`config.mk`:
```
export PLATFORM = sky130hd
export DESIGN_NAME = pc_sequencer
export DESIGN_NICKNAME = d
export VERILOG_FILES = /design/src/rtl/pc_seq_pkg.sv /design/src/rtl/ret_addr_stack.sv /design/src/rtl/pc_sequencer.sv
export SDC_FILE = /design/constraint.sdc
export NUM_CORES = 1
export LEC_CHECK = 0
export CAP_MARGIN = 20
export CELL_PAD_IN_SITES_DETAIL_PLACEMENT = 0
export CELL_PAD_IN_SITES_GLOBAL_PLACEMENT = 2
export CORE_MARGIN = 4
export CORE_UTILIZATION = 25
export CTS_CLUSTER_DIAMETER = 60
export DETAILED_ROUTE_END_ITERATION = 7
export PLACE_DENSITY = 0.7
export REMOVE_ABC_BUFFERS = 1
export SYNTH_ARGS = -nofsm -noshare
export SYNTH_HDL_FRONTEND = slang
export SYNTH_SLANG_ARGS = --single-unit
export TNS_END_PERCENT = 20
```
`constraint.sdc`:
```
create_clock -name clk -period 1.85 [get_ports clk]
set_clock_uncertainty 0.1 [all_clocks]
set_input_delay 0.185 -clock clk [delete_from_list [all_inputs] [get_ports clk]]
set_output_delay 0.185 -clock clk [all_outputs]
set_load 0.02 [all_outputs]
```
`src/rtl/pc_seq_pkg.sv`:
```
`timescale 1ns/1ps
`default_nettype none
// ============================================================================
// pc_seq_pkg : shared types for the program-counter sequencer
// Rev 1.0
// ============================================================================
package pc_seq_pkg;

    localparam int PC_AW = 8;

    typedef logic [PC_AW-1:0] addr_t;

    typedef enum logic [2:0] {
        CMD_SEQ    = 3'd0,
        CMD_JUMP   = 3'd1,
        CMD_BRANCH = 3'd2,
        CMD_CALL   = 3'd3,
        CMD_RET    = 3'd4,
        CMD_HALT   = 3'd5
    } cmd_e;

    typedef enum logic [1:0] {
        ST_RST   = 2'd0,
        ST_FETCH = 2'd1,
        ST_EXEC  = 2'd2,
        ST_HALT  = 2'd3
    } state_e;

endpackage
`default_nettype wire

```
`src/rtl/ret_addr_stack.sv`:
```
`timescale 1ns/1ps
`default_nettype none
// ============================================================================
// ret_addr_stack : DEPTH x AW LIFO of return addresses, async active-low reset
// Rev 1.0
// ============================================================================
module ret_addr_stack #(
    parameter int DEPTH = 4,
    parameter int AW    = 8
) (
    input  logic          clk,
    input  logic          rst_n,
    input  logic          push,
    input  logic          pop,
    input  logic [AW-1:0] push_data,
    output logic [AW-1:0] top,
    output logic          full,
    output logic          empty
);

    localparam int CW = $clog2(DEPTH + 1);
    localparam int IW = (DEPTH > 1) ? $clog2(DEPTH) : 1;

    logic [AW-1:0] mem_q [DEPTH];
    logic [AW-1:0] mem_d [DEPTH];
    logic [CW-1:0] count_q;
    logic [CW-1:0] count_d;
    logic [IW-1:0] wr_idx;
    logic [IW-1:0] top_idx;

    assign full    = (count_q == CW'(DEPTH));
    assign empty   = (count_q == '0);
    assign wr_idx  = IW'(count_q);
    // top is only meaningful while the stack is non-empty
    assign top_idx = IW'(count_q - CW'(1));
    assign top     = mem_q[top_idx];

    always_comb begin
        mem_d   = mem_q;
        count_d = count_q;
        if (push && !full) begin
            mem_d[wr_idx] = push_data;
            count_d       = count_q + CW'(1);
        end else if (pop && !empty) begin
            count_d = count_q - CW'(1);
        end
    end

    always_ff @(posedge clk or negedge rst_n) begin
        if (!rst_n) begin
            count_q <= '0;
            mem_q   <= '{default: '0};
        end else begin
            count_q <= count_d;
            mem_q   <= mem_d;
        end
    end

endmodule
`default_nettype wire

```
`src/rtl/pc_sequencer.sv`:
```
`timescale 1ns/1ps
`default_nettype none
// ============================================================================
// pc_sequencer : next-address controller and fetch/exec FSM for the 8-bit PC.
// Optional interrupt entry enabled by macro PC_SEQ_IRQ_EN.   Rev 1.0
// ============================================================================
module pc_sequencer
    import pc_seq_pkg::*;
#(
    parameter int            AW        = 8,
    parameter int            RAS_DEPTH = 4,
    parameter logic [AW-1:0] RESET_VEC = '0,
    parameter logic [AW-1:0] IRQ_VEC   = AW'(8'hF0)
) (
    input  logic          clk,
    input  logic          clr,
    input  logic [AW-1:0] pc,
    input  logic          imem_ack,
    input  logic          cmd_valid,
    input  logic [2:0]    cmd,
    input  logic          cond,
    input  logic [AW-1:0] target,
    input  logic          stall,
`ifdef PC_SEQ_IRQ_EN
    input  logic          irq,
    output logic          irq_ack,
`endif
    output logic [AW-1:0] pc_d,
    output logic          pc_clr,
    output logic          fetch_req,
    output logic          cmd_ready,
    output logic          halted,
    output logic          ras_ovf,
    output logic          ras_unf
);

    state_e        state_q, state_d;
    logic          ras_ovf_q, ras_ovf_d;
    logic          ras_unf_q, ras_unf_d;
    logic          push_req, push, pop;
    logic [AW-1:0] push_data, stack_top, pc_inc;
    logic          stack_full, stack_empty;
    logic          irq_take, cmd_accept;

    assign pc_inc     = pc + AW'(1);
    assign pc_clr     = ~clr;
    assign ras_ovf    = ras_ovf_q;
    assign ras_unf    = ras_unf_q;
    assign cmd_accept = (state_q == ST_EXEC) & cmd_valid & ~stall & ~irq_take;

`ifdef PC_SEQ_IRQ_EN
    logic in_isr_q, in_isr_d;
    logic ret_accept;

    assign irq_take   = irq & ~in_isr_q &
                        (((state_q == ST_EXEC) & ~stall) | (state_q == ST_HALT));
    assign ret_accept = cmd_accept & (cmd_e'(cmd) == CMD_RET);
    assign irq_ack    = irq_take;
    assign in_isr_d   = irq_take ? 1'b1 : (ret_accept ? 1'b0 : in_isr_q);
`else
    assign irq_take = 1'b0;
`endif

    always_ff @(posedge clk or negedge clr) begin
        if (!clr) begin
            state_q   <= ST_RST;
            ras_ovf_q <= 1'b0;
            ras_unf_q <= 1'b0;
`ifdef PC_SEQ_IRQ_EN
            in_isr_q  <= 1'b0;
`endif
        end else begin
            state_q   <= state_d;
            ras_ovf_q <= ras_ovf_d;
            ras_unf_q <= ras_unf_d;
`ifdef PC_SEQ_IRQ_EN
            in_isr_q  <= in_isr_d;
`endif
        end
    end

    always_comb begin
        state_d = state_q;
        case (state_q)
            ST_RST:   state_d = ST_FETCH;
            ST_FETCH: if (imem_ack) state_d = ST_EXEC;
            ST_EXEC: begin
                if (irq_take) begin
                    state_d = ST_FETCH;
                end else if (cmd_accept) begin
                    state_d = (cmd_e'(cmd) == CMD_HALT) ? ST_HALT : ST_FETCH;
                end
            end
            ST_HALT:  if (irq_take) state_d = ST_FETCH;
            default:  state_d = ST_RST;
        endcase
    end

    always_comb begin
        pc_d      = pc;
        fetch_req = 1'b0;
        cmd_ready = 1'b0;
        halted    = 1'b0;
        push_req  = 1'b0;
        push_data = pc_inc;
        pop       = 1'b0;
        ras_ovf_d = ras_ovf_q;
        ras_unf_d = ras_unf_q;
        case (state_q)
            ST_RST:   pc_d = RESET_VEC;
            ST_FETCH: fetch_req = 1'b1;
            ST_EXEC: begin
                cmd_ready = ~stall & ~irq_take;
                // interrupt return address is the current pc so the pending command is replayed
                if (irq_take) begin
                    push_req  = 1'b1;
                    push_data = pc;
                    pc_d      = IRQ_VEC;
                end else if (cmd_accept) begin
                    case (cmd_e'(cmd))
                        CMD_JUMP:   pc_d = target;
                        CMD_BRANCH: pc_d = cond ? target : pc_inc;
                        CMD_CALL: begin
                            push_req = 1'b1;
                            pc_d     = target;
                        end
                        CMD_RET: begin
                            if (stack_empty) begin
                                ras_unf_d = 1'b1;
                                pc_d      = pc_inc;
                            end else begin
                                pop  = 1'b1;
                                pc_d = stack_top;
                            end
                        end
                        CMD_HALT:   pc_d = pc;
                        default:    pc_d = pc_inc;
                    endcase
                end
            end
            ST_HALT: begin
                halted = 1'b1;
                if (irq_take) begin
                    push_req  = 1'b1;
                    push_data = pc;
                    pc_d      = IRQ_VEC;
                end
            end
            default:  pc_d = RESET_VEC;
        endcase
        push = push_req & ~stack_full;
        if (push_req && stack_full) ras_ovf_d = 1'b1;
    end

    ret_addr_stack #(
        .DEPTH (RAS_DEPTH),
        .AW    (AW)
    ) u_ras (
        .clk       (clk),
        .rst_n     (clr),
        .push      (push),
        .pop       (pop),
        .push_data (push_data),
        .top       (stack_top),
        .full      (stack_full),
        .empty     (stack_empty)
    );

endmodule
`default_nettype wire

```
==> flow_summary.ini, run 1 <==
[run_status]
status = finished with violations
violations = setup timing

[sta]
setup_viol = 9
fin_crit_sh_pct = 128
hold_violations = 0
slew-limit-headroom_pct = 66.0
final_max_slew_viol_count = 0
tightest_slew_ns = 0.511
fin_ws_ns = -0.520
fin_crit_ns = 2.37
rsz0062_at_grt = yes
timing.fmax_mhz = 422

[clocking]
cts_buffers = 5
clk_pin_slew_ns = 0.09
clock_latency_ns = 0.29
cts_post_setup_buffers_inserted = 0
cts-root-buf = clkbuf_8
htree_levels = 2
cts.sinks = 39
cts_tree = yes
clockBufferDepth = 2

[worst_setup_path]
worstSetupStartpoint = u_ras.count_q[0]$_DFFE_PN0P_
reg2reg_slack_ns = -0.02
cp_max_fo = 10
ff2ff_path_depth = 7
cp-start-kind = flop
endpoint_kind = output pin
r2r-end = state_q[1]$_DFFE_PN0P_
r2r-start = state_q[0]$_DFFE_PN0P_
crit_arrival_ns = 2.09
critical_path_class = reg2out
endpoint = pc_d[2]
cp_data_required_time_ns = 1.56

[placed_design]
place_hpwl_um = 5290
port_buffers = 38
placed_area_um2 = 3210
place.gp.congestion = 0.828
place_ws_ns = -0.787

[power_and_ir_drop]
switchingPower_mw = 1.13
powerDensity_nw_per_um2 = 986
p_leak_nw = 1.57
sw_frac_of_total_pct = 33.6
p_int_mw = 2.23
p_clk_share_pct = 25.8
seq_power_share_pct = 30.2
ir_worst_vdd_mv = 0.326
pwr-share-comb_pct = 44.0

[global_route]
grt_pass1_wl_um = 11700
grt_pass1_vias = 2180
grt_overflow_total = 0
grt_usage_pct = 13.4
antenna_found_initial = 0
grt_start_max_net_pins = 40

[finish]
nFillCells = 913
ff_latch_area_um2 = 976
diodes = 0
final_area_um2 = 3400
drive_above_1_share_pct = 31.4
fin_nets = 357
multi_input_area_um2 = 1260
area_delta_synth_final_pct = 46.8

[logic_synthesis]
synth.most_common_cell = dfrtp_1
synthCells = 230
synth_cell_types = 43
yosys.area.top_type = dfrtp_1
ys_ff_latch = 39
synthTopCellsByCount = dfrtp_1, nand2_1, o21ai_0
synth_flop_cell = dfrtp_1
synthArstFlopShare_pct = 100
syn-cell-area_um2 = 2320
yosysSeqAreaShare_pct = 42.1
synth_area_leaders = dfrtp_1, nand2_1, ha_1
synth_top_area_share_pct = 42.1
ys.warnings.count = 0
synth_edf_count = 0
avgSynthCellArea_um2 = 10.1

[floorplan]
ioPinCount = 39
start_util_pct = 26.2
die_h_um = 104
core_um2 = 8850
die-area_um2 = 10900
die_w_um = 104
row_count = 34

[route]
post_drt_wl_per_cell_um = 16.2
ant_nets = 0
firstDrtPassIters = 4
wl_um = 6960
via_per_inst = 4.78
drt-initial-drc-count = 153
routed-via-count = 2056
drcViolationCount = 0

[flow_run]
cap_viol_max_count = 0

[min_path]
hold_class = reg2reg
-- cells in the final DEF, fill, tap and decap left out, types with 6 or more instances in the layout --
master,Yosys,routed
buf_4,1,53
dfrtp_1,39,39
nand2_1,37,37
clkdlybuf4s50_1,0,26
o21ai_0,26,25
nor2_1,10,10
inv_1,11,9
a21oi_1,9,9
ha_1,11,9
mux4_2,6,6
nand3_1,7,6
buf_2,6,6
-- registers in the layout (all words and copies together), names as in the netlist --
| register | count |
|---|---|
| u_ras.mem_q | 32 |
| ras_ovf | 1 |
| state_q | 2 |
| u_ras.count_q | 3 |
| ras_unf | 1 |
-- routing by layer --
metal  GRT usage (%)  share of wire [%]  vias up  routed length, µm
li1                -                  -     1013                  -
met2            20.9                 46       58               3190
met3            2.48                4.1        4                286
met1            19.3                 49      981               3430
met5               0                  0        -                  0
met4            3.04               0.73        0                 51
-- area by class of cell --
cell class / instances / share of cell area, %
Multi-Input combinational cell: 167 / 37.1
Sequential cell: 39 / 28.7
Timing Repair Buffer: 97 / 25.0
Tap cell: 108 / 3.97
Clock buffer: 5 / 2.02
Clock inverter: 3 / 1.99
Inverter: 11 / 1.21
-- logic make-up after synthesis --
group	Yosys count	share of synthesized area, %
AO/OA/AOI/OAI	62	17.3
XOR/XNOR	7	2.65
adder cells (fa/ha/maj)	11	5.94
buffers and inverters	24	6.00
flip-flops	39	42.1
multiplexers	10	9.18
AND/OR/NAND/NOR	77	16.8
-- worst max-delay path, stage by stage, from the launching register on --
cell,delay [ns]
dfrtp_1,0.40
buf_8,0.18
mux4_1,0.62
a32oi_2,0.19
a32oi_1,0.12
clkdlybuf4s15_2,0.27
-- worst min-delay path by stage --
stage | from | end | slack (ns) | cells after the start
global placement | clr | u_ras.count_q[2]$_DFFE_PN0P_ | 0.26 | 2
detailed placement | clr | u_ras.count_q[2]$_DFFE_PN0P_ | 0.24 | 2
floorplan | clr | ras_ovf$_DFFE_PN0P_ | -0.21 | 0
global route | ras_ovf$_DFFE_PN0P_ | ras_ovf$_DFFE_PN0P_ | 0.41 | 1
CTS | ras_ovf$_DFFE_PN0P_ | ras_ovf$_DFFE_PN0P_ | 0.38 | 1
finish | ras_ovf$_DFFE_PN0P_ | ras_ovf$_DFFE_PN0P_ | 0.37 | 1
-- stage by stage --
stage	hold slack (ns)	total power, mW	setup TNS (ns)	util, %	std cells
3_5_place_dp	0.243	2.51	-7.07	36.3	421
3_3_place_gp	0.261	2.49	-6.67	36.3	421
5_1_grt	0.412	3.56	-4.80	38.4	430
2_1_floorplan	-0.211	1.74	-4.59	-	217
6_report	0.368	3.35	-3.77	38.4	430
4_1_cts	0.376	3.37	-3.98	38.1	430
-- power by group through the flow --
stage	Combinational (mW)	Clock [mW]	Sequential [mW]
3_3_place_gp	1.48	0	1.01
5_1_grt	1.62	0.918	1.02
6_report	1.48	0.864	1.01
4_1_cts	1.48	0.881	1.01
2_1_floorplan	0.681	0	1.06
3_5_place_dp	1.49	0	1.02
-- timing repair --
item / in CTS / in global routing
setup endpoints to repair: 13 / 23
gates resized for setup: 54 / 8
pin swaps: 6 / 4
hold buffers: 1 / 0
endpoints found under the hold margin: 39 / 0
Note: power is estimated with default switching activity, not from simulation.
==> inputs of run 2 (changes only) <==
--- a/config.mk
+++ b/config.mk
@@ -8,11 +8,10 @@
 export CAP_MARGIN = 20
 export CELL_PAD_IN_SITES_DETAIL_PLACEMENT = 0
 export CELL_PAD_IN_SITES_GLOBAL_PLACEMENT = 2
-export CORE_MARGIN = 4
 export CORE_UTILIZATION = 25
 export CTS_CLUSTER_DIAMETER = 60
 export DETAILED_ROUTE_END_ITERATION = 7
-export PLACE_DENSITY = 0.7
+export PLACE_DENSITY_LB_ADDON = 0.1
 export REMOVE_ABC_BUFFERS = 1
 export SYNTH_ARGS = -nofsm -noshare
 export SYNTH_HDL_FRONTEND = slang
==> flow_summary.ini, run 2 (same netlist as run 1, synthesis figures left out) <==
[clocking]
cts_buffers = 5
cts.sinks = 39
clockBufferDepth = 2
htree_levels = 2
clock_latency_ns = 0.29
clk_pin_slew_ns = 0.08
cts_tree = yes
cts-root-buf = clkbuf_8

[floorplan]
start_util_pct = 26.2
die-area_um2 = 9650
row_count = 34
die_w_um = 98.3
core_um2 = 8850
ioPinCount = 39
die_h_um = 98.3

[global_route]
antenna_found_initial = 0
grt_pass1_vias = 2096
grt_pass1_wl_um = 11600
grt_overflow_total = 0
grt_usage_pct = 16.0
grt_start_max_net_pins = 40

[sta]
final_max_slew_viol_count = 0
fin_hold_ws_ns = 0.219
rsz0062_at_grt = yes
tightest_slew_ns = 0.525
fin_ws_ns = -0.476
hold_violations = 0
fin_setup_tns_ns = -3.35
fin_crit_sh_pct = 126
slew-limit-headroom_pct = 65.0
fin_crit_ns = 2.33
timing.fmax_mhz = 430
setup_viol = 9

[route]
post_drt_wl_per_cell_um = 16.9
ant_nets = 0
via_per_inst = 4.73
routed-via-count = 2034
wl_um = 7270
firstDrtPassIters = 8
drt-initial-drc-count = 70
drcViolationCount = 4

[run_status]
status = finished with violations
violations = DRC, setup timing

[worst_setup_path]
critPathMaxStageDelay_ns = 0.54
cp-start-kind = flop
endpoint_kind = output pin
critical_path_class = reg2out
cp_data_required_time_ns = 1.56
slowest_stage = mux4_2
cp_max_fo = 10
crit_arrival_ns = 2.04
crit_path_cell_trace = buf_6, mux4_2, and3_1, o21ai_1, o211ai_1, buf_2

[finish]
utilization_pct = 37.7
drive_above_1_share_pct = 30.1
diodes = 0
final_common_cell = buf_4
area_delta_synth_final_pct = 44.2
largest_reg_flops = 32
reg.largest.list = u_ras.mem_q x32, u_ras.count_q x3, state_q x2
fin_nets = 359
regMostFlops = u_ras.mem_q
mostFrequentLayoutCells = buf_4, dfrtp_1, nand2_1

[placed_design]
port_buffers = 38
place_hpwl_um = 5560
place.gp.congestion = 0.710

[flow_run]
cap_viol_max_count = 0

[power_and_ir_drop]
powerDensity_nw_per_um2 = 907
p_leak_nw = 1.56
ir_worst_vdd_mv = 0.289
p_total_mw = 3.03

[min_path]
hold_class = in2reg
[run 2: area by class of cell]
type                    instances  area (µm²)
clock buffers                   6        72.6
inverters                      11        41.3
well taps                     108         135
fillers                       947        5510
flip-flops and latches         39         976
multi-input cells             167        1260
repair buffers                 99         852
[run 2: worst max-delay path, delay by kind of cell (launching register included)]
family / cells / cell delay, ns
muxes: 1 / 0.54
and+or+nand+nor: 1 / 0.20
buffers and inverters: 2 / 0.38
DFF: 1 / 0.38
AOI/OAI and AO/OA: 2 / 0.25
[run 2: power by group]
part	switching, mW	internal, mW
clock	0.297	0.252
combinational	0.746	0.729
sequential	0.0523	0.952
[run 2: metrics by stage]
stage	worst slack (ns)	instance area, µm²	std cells
2_1_floorplan	-0.534	2220	217
3_3_place_gp	-0.742	3190	423
3_5_place_dp	-0.750	3190	423
4_1_cts	-0.499	3280	430
5_1_grt	-0.594	3340	430
6_report	-0.476	3340	430
[run 2: timing repair]
| action | in CTS | in global routing |
|---|---|---|
| hold buffers | 1 | 0 |
| endpoints found under the hold margin | 39 | 0 |
| gates resized for setup | 54 | 15 |
| pin swaps | 5 | 2 |
| buffers inserted | 0 | 0 |
| cloned | 0 | 0 |
| setup endpoints to repair | 18 | 41 |
[run 2: final timing paths]
path	start	end	slack [ns]	cells past startpoint
worst min-delay path	pc[0]	u_ras.mem_q[24]$_DFFE_PN0P_	0.22	3
worst min register to register	u_ras.mem_q[9]$_DFFE_PN0P_	u_ras.mem_q[9]$_DFFE_PN0P_	0.38	2
min in group asynchronous	clr	u_ras.count_q[2]$_DFFE_PN0P_	0.45	3
worst max register to register	state_q[0]$_DFFE_PN0P_	u_ras.mem_q[25]$_DFFE_PN0P_	-0.01	7
worst max-delay path	u_ras.count_q[0]$_DFFE_PN0P_	pc_d[1]	-0.48	6
max in group asynchronous	clr	u_ras.mem_q[31]$_DFFE_PN0P_	0.82	3
[run 2: per-layer routing]
| metal | global-route usage [%] | share of wire [%] |
|---|---|---|
| met5 | 0 | 0 |
| met4 | 3.79 | 0.50 |
| met3 | 2.65 | 5.1 |
| met2 | 25.1 | 44 |
| met1 | 22.9 | 51 |
==> inputs of run 3 (changes only) <==
--- a/config.mk
+++ b/config.mk
@@ -5,6 +5,7 @@
 export SDC_FILE = /design/constraint.sdc
 export NUM_CORES = 1
 export LEC_CHECK = 0
+export ABC_AREA = 1
 export CAP_MARGIN = 20
 export CELL_PAD_IN_SITES_DETAIL_PLACEMENT = 0
 export CELL_PAD_IN_SITES_GLOBAL_PLACEMENT = 2
==> flow_summary.ini, run 3 <==
[floorplan]
start_util_pct = 26.2
die_w_um = 104
core_um2 = 9910
die-area_um2 = 10800
die_h_um = 104
row_count = 36
ioPinCount = 39

[finish]
nFillCells = 1083
fin_nets = 505
final_common_cell = nand2_1
largest_reg_flops = 32
diodes = 0
final_cell_count_no_fill = 602
mostFrequentLayoutCells = nand2_1, buf_4, dfrtp_1
ff_latch_area_um2 = 976
drive_above_1_share_pct = 32.4
regMostFlops = u_ras.mem_q
area_delta_synth_final_pct = 54.0
multi_input_area_um2 = 1540
reg.largest.list = u_ras.mem_q x32, u_ras.count_q x3, state_q x2

[placed_design]
place.gp.congestion = 0.779
post-place-cells = 584
place_hpwl_um = 6060
port_buffers = 38

[global_route]
antenna_found_initial = 0
grt_pass1_wl_um = 13600
grt_pass1_vias = 2690
grt_overflow_total = 0
grt_start_max_net_pins = 40
grt_usage_pct = 15.7

[logic_synthesis]
yosys.area.top_type = dfrtp_1
yosysSeqAreaShare_pct = 37.6
synthArstFlopShare_pct = 100
ys_ff_latch = 39
ys.warnings.count = 0
avgSynthCellArea_um2 = 7.36
synth_flop_cell = dfrtp_1
synth.most_common_cell = nand2_1
synth_top_area_share_pct = 37.6
synthCells = 353
synth_edf_count = 0
synth_area_leaders = dfrtp_1, nand2_1, o21ai_0
syn-cell-area_um2 = 2600
synthTopCellsByCount = nand2_1, dfrtp_1, inv_1
synth_cell_types = 32

[worst_setup_path]
endpoint_kind = output pin
reg2reg_slack_ns = 0.04
r2r-start = u_ras.count_q[0]$_DFFE_PN0P_
cp-start-kind = flop
r2r-end = u_ras.count_q[0]$_DFFE_PN0P_
crit_arrival_ns = 2.01
ff2ff_path_depth = 12
critical_path_class = reg2out
cp_max_fo = 6
cp_data_required_time_ns = 1.56

[power_and_ir_drop]
seq_power_share_pct = 24.4
switchingPower_mw = 1.90
pwr-share-comb_pct = 60.1
powerDensity_nw_per_um2 = 1150
p_leak_nw = 1.97
p_int_mw = 2.68
ir_worst_vdd_mv = 0.753
p_clk_share_pct = 15.5
sw_frac_of_total_pct = 41.5

[clocking]
cts_tree = yes
cts_buffers = 5
cts-root-buf = clkbuf_8
htree_levels = 2
cts.sinks = 39
clk_pin_slew_ns = 0.09
clock_latency_ns = 0.29
clockBufferDepth = 2

[route]
met1_length_um = 4180
via_per_inst = 4.35
ant_nets = 0
drt-initial-drc-count = 109
drcViolationCount = 0
met3_length_um = 223
post_drt_wl_per_cell_um = 13.5
routed-via-count = 2617
firstDrtPassIters = 4
wl_um = 8140
met2_length_um = 3690
top_layer = met4

[sta]
hold_violations = 0
final_max_slew_viol_count = 0
rsz0062_at_grt = yes
fin_setup_tns_ns = -3.00
setup_viol = 8
fin_ws_ns = -0.444
timing.fmax_mhz = 436
fin_crit_sh_pct = 124
tightest_slew_ns = 0.525
slew-limit-headroom_pct = 65.0
fin_crit_ns = 2.29

[run_status]
status = finished with violations
violations = setup timing

[flow_run]
cap_viol_max_count = 0

[min_path]
worstHoldStart = ras_ovf$_DFFE_PN0P_
hold_class = reg2reg
holdPathStages = 1
min_to = ras_ovf$_DFFE_PN0P_
run 3: critical path, stage by stage (launching register included):
cell	delay [ns]
dfrtp_1	0.36
inv_2	0.06
ha_4	0.16
inv_2	0.06
nor2_4	0.03
buf_6	0.11
nor2_4	0.21
buf_4	0.16
nand2_2	0.04
a21oi_2	0.13
nor2_1	0.07
nand2_1	0.06
nand2_1	0.05
nand2_1	0.06
buf_4	0.13
run 3: cell families after synthesis:
family          Yosys count  synth area share, %
flops                    39                 37.6
simple gates            176                 30.2
buf+inv                  51                 8.72
compound gates           72                 16.9
fa+ha+maj                11                 5.30
xor+xnor                  4                 1.35
run 3: how the worst max path moves through the flow:
stage,start,depth (start not counted),to
2_1_floorplan,u_ras.count_q[0]$_DFFE_PN0P_,13,pc_d[1]
3_3_place_gp,pc[0],11,pc_d[5]
3_5_place_dp,cmd[1],13,pc_d[1]
4_1_cts,u_ras.count_q[1]$_DFFE_PN0P_,16,pc_d[1]
5_1_grt,u_ras.count_q[1]$_DFFE_PN0P_,16,pc_d[1]
6_report,u_ras.count_q[0]$_DFFE_PN0P_,14,pc_d[7]
run 3: power by group through the flow:
stage                     Sequential, mW  Combinational [mW]  Clock (mW)
after floorplan                     1.17                1.16           0
after global placement              1.12                2.40           0
after detailed placement            1.12                2.39           0
after CTS                           1.11                2.61       0.733
after global routing                1.14                3.05       0.770
final                               1.12                2.75       0.712
run 3: layout make-up:
type	instances	share of cell area, %
Clock buffer	5	1.72
Clock inverter	2	0.938
Inverter	42	4.13
Multi-Input combinational cell	263	38.6
Sequential cell	39	24.4
Tap cell	133	4.16
Timing Repair Buffer	118	26.1
run 3: per-stage QoR:
| stage | instance area (µm²) | hold WS, ns | total power, mW | utilization (%) | worst slack (ns) |
|---|---|---|---|---|---|
| finish | 4000 | 0.365 | 4.58 | 40.4 | -0.444 |
| global route | 4000 | 0.400 | 4.96 | 40.4 | -0.593 |
| CTS | 3850 | 0.371 | 4.46 | 38.9 | -0.450 |
| detailed placement | 3620 | 0.209 | 3.52 | 36.5 | -0.790 |
| global placement | 3620 | 0.208 | 3.52 | 36.5 | -0.816 |
| floorplan | 2530 | -0.211 | 2.33 | - | -0.614 |
run 3: metal layers:
metal,up-vias,global-route usage (%)
met5,-,0
met4,0,2.96
met3,4,2.76
met2,27,25.2
met1,1218,22.2
li1,1368,-
run 3: what timing repair did:
| action | CTS | global route |
|---|---|---|
| endpoints found under the hold margin | 39 | 0 |
| hold buffers | 1 | 0 |
| resized for setup | 80 | 33 |
| setup endpoints to repair | 33 | 44 |
| setup buffers | 5 | 6 |
| pin swaps | 12 | 11 |
